**config.mk**
```make
export PLATFORM = sky130hd
export DESIGN_NAME = commit_event_fifo
export DESIGN_NICKNAME = d
export VERILOG_FILES = /design/src/rtl/commit_trace_checker_event_fifo.sv
export SDC_FILE = /design/constraint.sdc
export NUM_CORES = 1
export LEC_CHECK = 0
export BUFFER_PORTS_ARGS = -buffer_cell sky130_fd_sc_hd__buf_2
export CORE_UTILIZATION = 42
export CTS_CLUSTER_SIZE = 24
export DETAILED_ROUTE_END_ITERATION = 8
export MAX_ROUTING_LAYER = met4
export SYNTH_ARGS = -nofsm -noshare
export SYNTH_HDL_FRONTEND = slang
export SYNTH_SLANG_ARGS = --single-unit
export TNS_END_PERCENT = 10
```
**constraint.sdc**
```tcl
create_clock -name clk -period 22.1 [get_ports clk]
set_input_delay 3.315 -clock clk [delete_from_list [all_inputs] [get_ports clk]]
set_output_delay 3.315 -clock clk [all_outputs]
set_load 0.1 [all_outputs]
```
**src/rtl/commit_trace_checker_event_fifo.sv**
```systemverilog
// Circular event buffer: up to NPUSH compacted pushes and one pop per cycle, with free-slot report.
module commit_event_fifo #(
  parameter int unsigned DEPTH = 8,
  parameter int unsigned W     = 50,
  parameter int unsigned NPUSH = 4
) (
  input  logic                         clk,
  input  logic                         rst,
  input  logic [$clog2(NPUSH+1)-1:0]   push_cnt,
  input  logic [NPUSH-1:0][W-1:0]      push_data,
  input  logic                         pop,
  output logic [W-1:0]                 head_c,
  output logic                         empty_c,
  output logic [$clog2(DEPTH+1)-1:0]   free_c
);

  localparam int unsigned PTR_W = $clog2(DEPTH);
  localparam int unsigned CNT_W = $clog2(DEPTH+1);
  localparam int unsigned PC_W  = $clog2(NPUSH+1);

  logic [W-1:0]     mem [DEPTH];
  logic [PTR_W-1:0] wr_ptr;
  logic [PTR_W-1:0] rd_ptr;
  logic [CNT_W-1:0] count;

  // Storage has no reset; only the pointers and count define validity.
  always_ff @(posedge clk) begin
    for (int i = 0; i < int'(NPUSH); i++) begin
      if (PC_W'(i) < push_cnt) mem[wr_ptr + PTR_W'(i)] <= push_data[i];
    end
  end

  always_ff @(posedge clk or negedge rst) begin
    if (!rst) begin
      wr_ptr <= '0;
      rd_ptr <= '0;
      count  <= '0;
    end else begin
      wr_ptr <= wr_ptr + PTR_W'(push_cnt);
      if (pop) rd_ptr <= rd_ptr + PTR_W'(1);
      count  <= count + CNT_W'(push_cnt) - CNT_W'(pop);
    end
  end

  assign head_c  = mem[rd_ptr];
  assign empty_c = (count == '0);
  assign free_c  = CNT_W'(DEPTH) - count;

endmodule

```
Word-level counts from Yosys, hierarchy flattened
Memory sizes are Yosys's and may differ from the RTL's.
Index checks and enable logic that the tools add are counted.
Word-level totals
  register bits after elaboration: 10
  memory bits (writable): 400
  bits of input ports: 206
  output and inout port bits: 55
  word-level logic and storage cells: 25
  memories: 1
Memories
  mem: words 8, bits a word 50, read ports 1, clocked after memory_dff 0, wr ports 4, RTL line 21  | logic [W-1:0] mem [DEPTH];
Cells by class
  $add $sub $neg: 8
  order comparisons: 4
  multiplexer cells: 8
  reduce and logical (&&, ||, !) cells: 1
Operators by type and width (count)
  two-way mux 1 bit: 8
  adder 3 x 1 -> 3 bit (second input constant): 2
  adder 3 x 2 -> 3 bit (second input constant): 2
  less-than comparator 1 x 3 -> 1 bit (first input constant): 2
  less-than comparator 2 x 3 -> 1 bit (first input constant): 2
  adder 4 x 3 -> 4 bit: 1
  logical NOT 4 bit: 1
  subtractor 4 x 1 -> 4 bit: 1
  subtractor 4 bit (first input constant): 1
  adder 3 bit: 1

Longest topological paths before layout
  depth after elaboration: 3
  mapped depth: 9
  mapped depth without buffers: 7

Least setup slack after synthesis
No wires, ideal clock.
  path kind: input to register
  start: input push_cnt[1]
  end: memory mem[3][0] (enable)
  setup time: 630 ps
  arrival time: 9395 ps
  required time: 21470 ps
  slack: 12075 ps
  stages: 3
  path buffers: 1
  cells stage by stage: buf_2 > o31ai_1 > o311ai_0
RTL lines
  start, declared: RTL line 9  | input logic [$clog2(NPUSH+1)-1:0] push_cnt,
  end, declared: RTL line 21

Worst setup path in the final report
  start: register rd_ptr[0]
  end: output head_c[39]
On the way
  cells in the longest elaborated chain, start to end: 1
RTL lines
  start, declared: RTL line 23  | logic [PTR_W-1:0] rd_ptr;
  start signal, assigned: RTL line 40  | if (pop) rd_ptr <= rd_ptr + PTR_W'(1);
  memory (8 x 50 bit)
  end, declared: RTL line 12  | output logic [W-1:0] head_c,
No other way between the ends.

==> run_results.csv <==
group,metric,value,unit
logic_synthesis,netlist_instances,2497,
place,place_congestion,0.860,
floorplanning,rows,91,
final_layout,fill_cells,5513,
setup_path,path_buf_inv,2,
route,first_pass_iters,6,
cts,cts_max_level,2,
route,via_per_inst,6.99,
final_layout,regArea,12300,um2
setup_path,worstPathArrival,3.51,ns
floorplanning,die_w,251,um
route,drtIter0Drc,3372,
route,drt-total-wl,106000,um
place,dp_slack,15.86,ns
sta,fin_ws,15.27,ns
logic_synthesis,syn-num-nets,2716,
final_layout,area_growth_syn_to_layout,10.4,%
floorplanning,coreArea,61600,um2
floorplanning,die-area,63100,um2
global_routing,grt_usage,0.336,
cts,cts_tree,"yes",
sta,setup_viol,0,
setup_path,crit_type,"register to output port",
min_path,min_from,"count[3]",
route,wire_per_inst,31.6,um
job,cap_violations,0,
place,io_buffers,260,
cts,postCtsResizedCells,0,
final_layout,drive_gt1_frac,0.251,
setup_path,path_cells,"buf_4, mux4_2, mux2_2, buf_2",
setup_path,cp-start-kind,"register",
floorplanning,initial_core_util,0.424,
sta,final_hold_viol_count,0,
logic_synthesis,ys.flop_type,"edfxtp_1",
outcome,status,"completed",
logic_synthesis,synth_common_cells,"406 x nand2_1, 400 x edfxtp_1, 394 x o22ai_1, 249 x clkbuf_1, 199 x a31oi_1",
final_layout,nets,2655,
sta,finalSetupTns,0,ns
place,hpwl,56000,um
sta,final.setup_skew,0.0218,ns
sta,report.final.slew_viol_count,0,
setup_path,startpoint,"rd_ptr[0]",
logic_synthesis,yosysUniqueCellTypes,46,
logic_synthesis,synth_top_area_frac,0.460,
logic_synthesis,ys_warn_count,0,
sta,hold_ws,0.656,ns
setup_path,crit_path_max_fanout,40,
global_routing,antenna_found_initial,28,
logic_synthesis,netlist_area,26100,um2
setup_path,max_stage_delay,0.83,ns
sta,relSlewSlack,0.137,
final_layout,multi_input_area,12200,um2
cts,clk_pin_slew_worst_paths,0.06,ns
logic_synthesis,synth_top_area_cell,"edfxtp_1",
cts,postCtsHoldBufs,0,
logic_synthesis,ys_ff_latch,410,
logic_synthesis,syn_area_per_cell,10.5,um2
global_routing,grt_pass1_vias,22700,
sta,max_freq,0.147,GHz
cts,cts-root-buf,"clkbuf_16",
floorplanning,ios,261,
global_routing,grt_max_degree,61,
setup_path,crit_family,"buffers and inverters",
cts,cts_setup_buffers,0,
cts,numCtsBuffers,48,
sta,worstMarginPinSlew,1.29,ns
setup_path,timing.rr.start,"wr_ptr[0]",
logic_synthesis,async_flop_share,0.0244,
setup_path,required,18.78,ns
route,post-route-drc-count,0,
route,ant_nets,0,
route,num_vias,23300,
cts,clk_path_buf_depth,3,
global_routing,grt-ovfl-total,0,
sta,post-route-period-util,0.309,
logic_synthesis,synth.most_common_cell,"nand2_1",
setup_path,end_kind,"output port",
logic_synthesis,seq_area_frac_synth,0.470,
logic_synthesis,synth-edff-count,400,
logic_synthesis,synth_area_leaders,"edfxtp_1 46%, o22ai_1 9.4%, mux4_2 8.6%",
global_routing,grt_first_pass_wirelength,152000,um
floorplanning,die_y,251,um
min_path,hold_path.class,"register to register",
sta,rsz0062_at_grt,"false",
sta,period_needed,6.83,ns
cts,clk_latency,0.61,ns
cts,clock-sinks,410,
setup_path,cp_slowest_cell,"dfrtp_4",
-- worst register-to-register path, cell delays in order, from the launching register on --
cell and delay (ns):
dfrtp_1 0.81, inv_2 0.22, ha_1 0.87, nand3_4 0.71, buf_4 0.58, o311ai_2 0.17
buf_4 0.56
-- per-stage QoR --
step | instances | area, um2 | util
final | 3340 | 28800 | 0.468
after global routing | 3339 | 28800 | 0.468
after CTS | 3311 | 28700 | 0.466
after detailed placement | 3223 | 27300 | 0.443
after global placement | 3223 | 27300 | 0.443
after floorplan | 2497 | 26100 | -
-- routing by layer --
layer | GRT usage | wire [um]
met1 | 0.421 | 38000
met5 | - | 0
met2 | 0.510 | 47300
met4 | 0.158 | 5230
met3 | 0.0841 | 15000
-- final cells by class --
type	instances	share of cell area
flip-flops and latches	410	0.426
inverters	16	0.00209
diodes	29	0.00252
clock inverters	26	0.00500
well taps	837	0.0364
clock buffers	62	0.0443
repair buffers	315	0.0595
multi-input cells	1645	0.424
-- placed cells by master, fill, tap and decap left out, drive strengths merged, types with 2 or more instances in the layout --
cell and n:
nor4 2, o311ai 4, xnor2 8, nor3b 2, nand2 406, dfrtp 10
clkbuf 62, inv 17, or3 8, o22ai 394, o31ai 2, and2 9
nor2 7, xor2 5, nand3b 2, buf 315, a31oi 199, nand3 8
clkinv 23, a211o 2, nor3 3, a21o 4, a21oi 195, mux2i 197
o211ai 4, nor2b 2, nand4 2, edfxtp 400, fa 2, a22oi 4
ha 11, diode 29, mux2 55, o21ai 5, mux4 100
-- cell families after synthesis --
family | count (synthesis) | synth area share
buffers and inverters | 442 | 0.0695
XOR/XNOR | 13 | 0.00494
AND/OR/NAND/NOR | 452 | 0.0691
AO/OA/AOI/OAI | 815 | 0.194
flip-flops | 410 | 0.470
adder cells (fa/ha/maj) | 13 | 0.00681
multiplexers | 352 | 0.186
-- flip-flops by register name, indices dropped and copies added (netlist names) --
register	cells
rd_ptr	3
mem	400
wr_ptr	3
count	4
-- worst paths after layout --
kind	slack, ns	to	cells after the start
min in group asynchronous	2.61	wr_ptr[2]	1
hold reg to reg	0.66	count[3]	2
setup / recovery	15.27	head_c[39]	4
setup reg to reg	17.76	mem[3][18]	6
hold / removal	0.66	count[3]	2
max in group asynchronous	19.19	rd_ptr[0]	1
Power is not shown: default switching activity piles up to over one toggle a cycle in this logic, so the estimate is an artifact.
